[src/rtl/apb_master_if.sv]
`default_nettype none
// ---------------------------------------------------------------------------
// apb_master_if : command, response and APB bus bundle for apb_master
// Revision 1.0
// ---------------------------------------------------------------------------
interface apb_master_if #(
  parameter int ADDR_W = 3,
  parameter int DATA_W = 32
);
  logic              cmd_valid;
  logic              cmd_ready;
  logic              cmd_write;
  logic [ADDR_W-1:0] cmd_addr;
  logic [DATA_W-1:0] cmd_wdata;

  logic              rsp_valid;
  logic              rsp_ready;
  logic [DATA_W-1:0] rsp_rdata;
  logic              rsp_err;
  logic              rsp_timeout;

  logic              PSEL;
  logic              PENABLE;
  logic              PWRITE;
  logic [ADDR_W-1:0] PADDR;
  logic [DATA_W-1:0] PWDATA;
  logic              PREADY;
  logic [DATA_W-1:0] PRDATA;
  logic              PSLVERR;

  modport master (
    input  cmd_valid, cmd_write, cmd_addr, cmd_wdata, rsp_ready,
           PREADY, PRDATA, PSLVERR,
    output cmd_ready, rsp_valid, rsp_rdata, rsp_err, rsp_timeout,
           PSEL, PENABLE, PWRITE, PADDR, PWDATA
  );

  modport slave (
    output cmd_valid, cmd_write, cmd_addr, cmd_wdata, rsp_ready,
           PREADY, PRDATA, PSLVERR,
    input  cmd_ready, rsp_valid, rsp_rdata, rsp_err, rsp_timeout,
           PSEL, PENABLE, PWRITE, PADDR, PWDATA
  );
endinterface
`default_nettype wire

[src/rtl/apb_master.sv]
`default_nettype none
// ---------------------------------------------------------------------------
// apb_master : single-outstanding valid/ready to APB requester with timeout
// Revision 1.0
// ---------------------------------------------------------------------------
module apb_master #(
  parameter int ADDR_W  = 3,
  parameter int DATA_W  = 32,
  parameter int TIMEOUT = 16
) (
  input  logic            clk,
  input  logic            rst_n,
  apb_master_if.master    bus
);

  localparam logic [1:0] S_IDLE   = 2'd0;
  localparam logic [1:0] S_SETUP  = 2'd1;
  localparam logic [1:0] S_ACCESS = 2'd2;
  localparam logic [1:0] S_RESP   = 2'd3;

  localparam int              CNT_W    = (TIMEOUT > 0) ? $clog2(TIMEOUT + 1) : 1;
  localparam bit              TMO_EN   = (TIMEOUT != 0);
  localparam logic [CNT_W-1:0] CNT_LAST = CNT_W'((TIMEOUT > 0) ? TIMEOUT - 1 : 0);
  localparam logic [CNT_W-1:0] CNT_MAX  = {CNT_W{1'b1}};

  logic [1:0]        state_q,   state_d;
  logic              psel_q,    psel_d;
  logic              penable_q, penable_d;
  logic              pwrite_q,  pwrite_d;
  logic [ADDR_W-1:0] paddr_q,   paddr_d;
  logic [DATA_W-1:0] pwdata_q,  pwdata_d;
  logic [DATA_W-1:0] rdata_q,   rdata_d;
  logic              err_q,     err_d;
  logic              tmo_q,     tmo_d;
  logic [CNT_W-1:0]  cnt_q,     cnt_d;

  // Fires on the ACCESS cycle whose stall would make the wait count reach TIMEOUT.
  logic tmo_hit;
  assign tmo_hit = TMO_EN && !bus.PREADY && (cnt_q == CNT_LAST);

  always_ff @(posedge clk or negedge rst_n) begin
    if (!rst_n) begin
      state_q   <= S_IDLE;
      psel_q    <= 1'b0;
      penable_q <= 1'b0;
      pwrite_q  <= 1'b0;
      paddr_q   <= '0;
      pwdata_q  <= '0;
      rdata_q   <= '0;
      err_q     <= 1'b0;
      tmo_q     <= 1'b0;
      cnt_q     <= '0;
    end else begin
      state_q   <= state_d;
      psel_q    <= psel_d;
      penable_q <= penable_d;
      pwrite_q  <= pwrite_d;
      paddr_q   <= paddr_d;
      pwdata_q  <= pwdata_d;
      rdata_q   <= rdata_d;
      err_q     <= err_d;
      tmo_q     <= tmo_d;
      cnt_q     <= cnt_d;
    end
  end

  always_comb begin
    state_d = state_q;
    case (state_q)
      S_IDLE:   if (bus.cmd_valid) state_d = S_SETUP;
      S_SETUP:  state_d = S_ACCESS;
      S_ACCESS: if (bus.PREADY || tmo_hit) state_d = S_RESP;
      S_RESP:   if (bus.rsp_ready) state_d = S_IDLE;
      default:  state_d = S_IDLE;
    endcase
  end

  always_comb begin
    psel_d    = psel_q;
    penable_d = penable_q;
    pwrite_d  = pwrite_q;
    paddr_d   = paddr_q;
    pwdata_d  = pwdata_q;
    rdata_d   = rdata_q;
    err_d     = err_q;
    tmo_d     = tmo_q;
    cnt_d     = cnt_q;
    case (state_q)
      S_IDLE: begin
        if (bus.cmd_valid) begin
          psel_d   = 1'b1;
          pwrite_d = bus.cmd_write;
          paddr_d  = bus.cmd_addr;
          pwdata_d = bus.cmd_wdata;
          cnt_d    = '0;
        end
      end
      S_SETUP: begin
        penable_d = 1'b1;
      end
      S_ACCESS: begin
        if (bus.PREADY) begin
          psel_d    = 1'b0;
          penable_d = 1'b0;
          // Read data is only meaningful for a successful read.
          rdata_d   = (pwrite_q || bus.PSLVERR) ? '0 : bus.PRDATA;
          err_d     = bus.PSLVERR;
          tmo_d     = 1'b0;
        end else begin
          if (cnt_q != CNT_MAX) cnt_d = cnt_q + CNT_W'(1);
          if (tmo_hit) begin
            psel_d    = 1'b0;
            penable_d = 1'b0;
            rdata_d   = '0;
            err_d     = 1'b1;
            tmo_d     = 1'b1;
          end
        end
      end
      default: ;
    endcase
  end

  assign bus.cmd_ready   = (state_q == S_IDLE);
  assign bus.rsp_valid   = (state_q == S_RESP);
  assign bus.rsp_rdata   = rdata_q;
  assign bus.rsp_err     = err_q;
  assign bus.rsp_timeout = tmo_q;
  assign bus.PSEL        = psel_q;
  assign bus.PENABLE     = penable_q;
  assign bus.PWRITE      = pwrite_q;
  assign bus.PADDR       = paddr_q;
  assign bus.PWDATA      = pwdata_q;

endmodule
`default_nettype wire

[src/flat_wrapper.sv]
// flat-port wrapper written by rule: the top's interface ports become plain ports
module apb_master_flat 
#(
  parameter int ADDR_W  = 3,
  parameter int DATA_W  = 32,
  parameter int TIMEOUT = 16
)
  (clk, rst_n, bus_cmd_valid, bus_cmd_write, bus_cmd_addr, bus_cmd_wdata, bus_rsp_ready, bus_PREADY, bus_PRDATA, bus_PSLVERR, bus_cmd_ready, bus_rsp_valid, bus_rsp_rdata, bus_rsp_err, bus_rsp_timeout, bus_PSEL, bus_PENABLE, bus_PWRITE, bus_PADDR, bus_PWDATA);
  apb_master_if #(.ADDR_W(ADDR_W), .DATA_W(DATA_W)) bus_i ();
  input  logic clk;
  input  logic rst_n;
  input wire logic [$bits(bus_i.cmd_valid)-1:0] bus_cmd_valid;
  input wire logic [$bits(bus_i.cmd_write)-1:0] bus_cmd_write;
  input wire logic [$bits(bus_i.cmd_addr)-1:0] bus_cmd_addr;
  input wire logic [$bits(bus_i.cmd_wdata)-1:0] bus_cmd_wdata;
  input wire logic [$bits(bus_i.rsp_ready)-1:0] bus_rsp_ready;
  input wire logic [$bits(bus_i.PREADY)-1:0] bus_PREADY;
  input wire logic [$bits(bus_i.PRDATA)-1:0] bus_PRDATA;
  input wire logic [$bits(bus_i.PSLVERR)-1:0] bus_PSLVERR;
  output wire logic [$bits(bus_i.cmd_ready)-1:0] bus_cmd_ready;
  output wire logic [$bits(bus_i.rsp_valid)-1:0] bus_rsp_valid;
  output wire logic [$bits(bus_i.rsp_rdata)-1:0] bus_rsp_rdata;
  output wire logic [$bits(bus_i.rsp_err)-1:0] bus_rsp_err;
  output wire logic [$bits(bus_i.rsp_timeout)-1:0] bus_rsp_timeout;
  output wire logic [$bits(bus_i.PSEL)-1:0] bus_PSEL;
  output wire logic [$bits(bus_i.PENABLE)-1:0] bus_PENABLE;
  output wire logic [$bits(bus_i.PWRITE)-1:0] bus_PWRITE;
  output wire logic [$bits(bus_i.PADDR)-1:0] bus_PADDR;
  output wire logic [$bits(bus_i.PWDATA)-1:0] bus_PWDATA;
  assign bus_i.cmd_valid = bus_cmd_valid;
  assign bus_i.cmd_write = bus_cmd_write;
  assign bus_i.cmd_addr = bus_cmd_addr;
  assign bus_i.cmd_wdata = bus_cmd_wdata;
  assign bus_i.rsp_ready = bus_rsp_ready;
  assign bus_i.PREADY = bus_PREADY;
  assign bus_i.PRDATA = bus_PRDATA;
  assign bus_i.PSLVERR = bus_PSLVERR;
  assign bus_cmd_ready = bus_i.cmd_ready;
  assign bus_rsp_valid = bus_i.rsp_valid;
  assign bus_rsp_rdata = bus_i.rsp_rdata;
  assign bus_rsp_err = bus_i.rsp_err;
  assign bus_rsp_timeout = bus_i.rsp_timeout;
  assign bus_PSEL = bus_i.PSEL;
  assign bus_PENABLE = bus_i.PENABLE;
  assign bus_PWRITE = bus_i.PWRITE;
  assign bus_PADDR = bus_i.PADDR;
  assign bus_PWDATA = bus_i.PWDATA;
  apb_master #(.ADDR_W(ADDR_W), .DATA_W(DATA_W), .TIMEOUT(TIMEOUT)) u_core (.clk(clk), .rst_n(rst_n), .bus(bus_i));
endmodule
[config.mk]
export PLATFORM = sky130hd
export DESIGN_NAME = apb_master_flat
export DESIGN_NICKNAME = d
export VERILOG_FILES = /design/src/rtl/apb_master_if.sv /design/src/rtl/apb_master.sv /design/src/flat_wrapper.sv
export SDC_FILE = /design/constraint.sdc
export NUM_CORES = 1
export LEC_CHECK = 0
export BUFFER_PORTS_ARGS = -buffer_cell sky130_fd_sc_hd__clkbuf_2
export CAP_MARGIN = 20
export CORE_AREA = 5 5 66 127
export CTS_BUF_LIST = sky130_fd_sc_hd__clkbuf_2
export DETAILED_ROUTE_END_ITERATION = 6
export DIE_AREA = 0 0 71 132
export GPL_TIMING_DRIVEN = 0
export PLACE_DENSITY = 0.71
export SYNTH_ARGS = -nofsm -noshare
export SYNTH_HDL_FRONTEND = slang
export SYNTH_SLANG_ARGS = --single-unit
[constraint.sdc]
create_clock -name clk -period 2.2 [get_ports clk]
set_input_delay 0.44 -clock clk [delete_from_list [all_inputs] [get_ports clk]]
set_output_delay 0.44 -clock clk [all_outputs]
set_load 0.05 [all_outputs]
==> impl_metrics.py <==
metrics = {
    "synthesis": {
        "avgSynthCellArea_sq_um": 14.52,
        "ys.flop_type": "dfrtp_1",
        "synth_edf_count": 0,
        "seq_area_frac_synth_pct": 65.13,
        "synth_top_area_share_pct": 65.13,
        "syn_nets": 289,
        "syn_area_sq_mm": 0.003035,
        "synthCells": 209,
        "synth_cell_types": 24,
        "yosys_warnings": 0,
        "yosysTopAreaCell": "dfrtp_1",
        "synth_area_leaders": "dfrtp_1, mux2_2, a22o_1",
        "ys_ff_latch": 79,
        "synth-async-reset-ratio_pct": 100.0,
    },
    "timing": {
        "fmax_mhz": 484.8,
        "min_period_ns": 2.063,
        "slew_headroom_pct": 63.99,
        "finalSetupViolations": 0,
        "period_share_pct": 93.76,
        "slew_viol_final": 0,
        "hold_slack_ns": 0.1139,
        "hold_viol": 0,
        "fin_skew_ns": 0.02451,
        "tightest_slew_ns": 0.5251,
        "rsz0062_at_grt": "no",
    },
    "drt": {
        "final_antenna_net_count": 0,
        "drt_wl_total_um": 7639,
        "routed_via_density": 4.959,
        "routedWlPerCell_um": 16.36,
        "drc": 0,
        "routed-via-count": 2316,
        "first_iter_violations": 118,
        "dr.pass1.iters": 4,
    },
    "final_layout": {
        "layout_commonest_cell": "clkbuf_2",
        "layout_common_cells": "clkbuf_2, dfrtp_1, mux2_2",
        "post-route-util_pct": 55.73,
        "design_area_sq_mm": 0.004050,
        "n_fill_cell": 663,
        "nets": 449,
        "final_cells": 467,
        "drive_gt1_share_pct": 56.15,
        "area_growth_pct": 33.43,
    },
    "power": {
        "p_leak_nw": 2.147,
        "switching_share_pct": 52.77,
        "p_int_mw": 3.441,
        "seq_power_share_pct": 33.0,
        "p_clk_share_pct": 10.5,
        "ir_drop_mv": 0.8089,
        "p_per_area_mw_per_mm2": 1799,
        "pwr-share-comb_pct": 56.5,
        "p_sw_mw": 3.845,
    },
    "cts": {
        "cts_tree": "built",
        "post_cts_buffers": 0,
        "cts-root-buf": "clkbuf_2",
        "clk_latency_ns": 0.52,
        "htreeDepth": 3,
        "numCtsBuffers": 9,
        "path_clk_slew_ns": 0.22,
        "cts_buffer_depth": 2,
        "clock-sinks": 79,
    },
    "floorplanning": {
        "die_y_um": 132,
        "fp.dieW_um": 71,
        "dieArea_sq_mm": 0.009372,
        "boundaryPins": 148,
        "core_area_sq_mm": 0.007267,
        "row_count": 44,
        "initial_core_util_pct": 41.77,
    },
    "placed_design": {
        "portBuffers": 147,
        "place_area_sq_mm": 0.003916,
        "dp.cells": 449,
        "place_hpwl_um": 5996,
        "routabilityCongestion": 0.7483,
    },
    "global_routing": {
        "use_met2_pct": 30.61,
        "grt_first_pass_wirelength_um": 12430,
        "track_usage_pct": 17.07,
        "antenna_found_initial": 1,
        "grt_pass1_vias": 2506,
        "grt_max_degree": 49,
        "use_met3_pct": 5.191,
        "busiest_layer": "met2",
        "met1_usage_pct": 18.27,
        "grt_overflow_total": 0,
    },
    "worst_setup_path": {
        "worstPathMaxFanout": 6,
        "crit_arrival_ns": 1.62,
        "worstSetupPathType": "reg2out",
        "worst_setup_path_end_kind": "primary output",
        "start_kind": "register",
        "ff2ff_setup_slack_ns": 0.18,
        "worst_ep_required_time_ns": 1.76,
    },
    "outcome": {
        "status": "finished, final reports clean",
    },
    "worst_hold_path": {
        "min_path_type": "in2reg",
    },
    "run": {
        "cap_violations": 0,
    },
}
==> cell type report <==
| cell class | count | area (sq um) | area share [%] |
|---|---|---|---|
| inverter | 6 | 22.52 | 0.5561 |
| antenna | 1 | 2.502 | 0.06179 |
| buffer | 10 | 48.80 | 1.205 |
| tap | 92 | 115.1 | 2.842 |
| timing repair buffer | 149 | 775.7 | 19.15 |
| sequential | 79 | 1977 | 48.81 |
| clock inverter | 5 | 58.81 | 1.452 |
| multi-input combinational | 114 | 994.7 | 24.56 |
| clock buffer | 11 | 55.05 | 1.359 |
==> critical path, cell delays in order (launching register included) <==
cell and delay [ns]:
dfrtp_1 0.44, inv_1 0.09, ha_1 0.28, buf_2 0.31
==> state kept, by name, indices dropped and copies added, names as in the netlist <==
register,count
u_core.bus.rsp_err,1
u_core.bus.rsp_rdata,32
u_core.bus.PWRITE,1
u_core.bus.PADDR,3
u_core.state_q,2
u_core.bus.PWDATA,32
u_core.cnt_q,5
u_core.bus.rsp_timeout,1
u_core.bus.PENABLE,1
u_core.bus.PSEL,1
==> cell families after synthesis <==
group	share of synthesized area, %
adders and majority gates	2.473
buffers and inverters	2.226
DFF	65.13
muxes	14.01
and+or+nand+nor	2.803
AOI/OAI and AO/OA	13.36
==> path summary, 6_finish.rpt <==
check,from,end,depth (start not counted)
max,u_core.state_q[0],bus_cmd_ready,3
min,bus_PRDATA[30],u_core.bus.rsp_rdata[30],2
max reg2reg,u_core.cnt_q[0],u_core.cnt_q[3],6
min reg2reg,u_core.bus.rsp_rdata[1],u_core.bus.rsp_rdata[1],1
max in group asynchronous,rst_n,u_core.bus.PWDATA[2],3
min in group asynchronous,rst_n,u_core.bus.rsp_rdata[17],2
==> per-stage QoR <==
| step | worst slack, ns | power, mW | setup TNS, ns |
|---|---|---|---|
| CTS | 0.005047 | 7.368 | 0 |
| detailed placement | 0.02984 | 6.596 | 0 |
| global route | 0.005057 | 7.684 | 0 |
| finish | 0.1373 | 7.286 | 0 |
| global placement | -0.03980 | 6.500 | -2.586 |
| floorplan | 0.1975 | 5.556 | 0 |
==> layer usage <==
metal,up-vias,wire length (um)
li1,1090,-
met1,1120,2786
met2,96,4230
met3,10,474
met4,0,148
met5,-,0
==> repair_timing <==
action	4_1_cts	5_1_grt
hold buffers	1	0
hold endpoints to repair	31	0
gates cloned	0	0
setup endpoints to repair	10	31
resized for setup	1	6
==> synthesized netlist by cell type, drive strengths merged (3+ instances only) <==
master,instances
nand2,3
a22o,32
o21ai,11
nor2,3
buf,6
inv,6
ha,6
mux2,36
a21oi,6
clkbuf,4
dfrtp,79
==> power by group through the flow <==
stage	sequential (mW)	combinational (mW)	clock [mW]
2_1_floorplan	4.51	1.05	0
3_3_place_gp	2.41	4.09	0
3_5_place_dp	2.45	4.15	0
4_1_cts	2.41	4.16	0.798
5_1_grt	2.49	4.33	0.863
6_report	2.40	4.12	0.769
(Power assumes the default switching activity.)
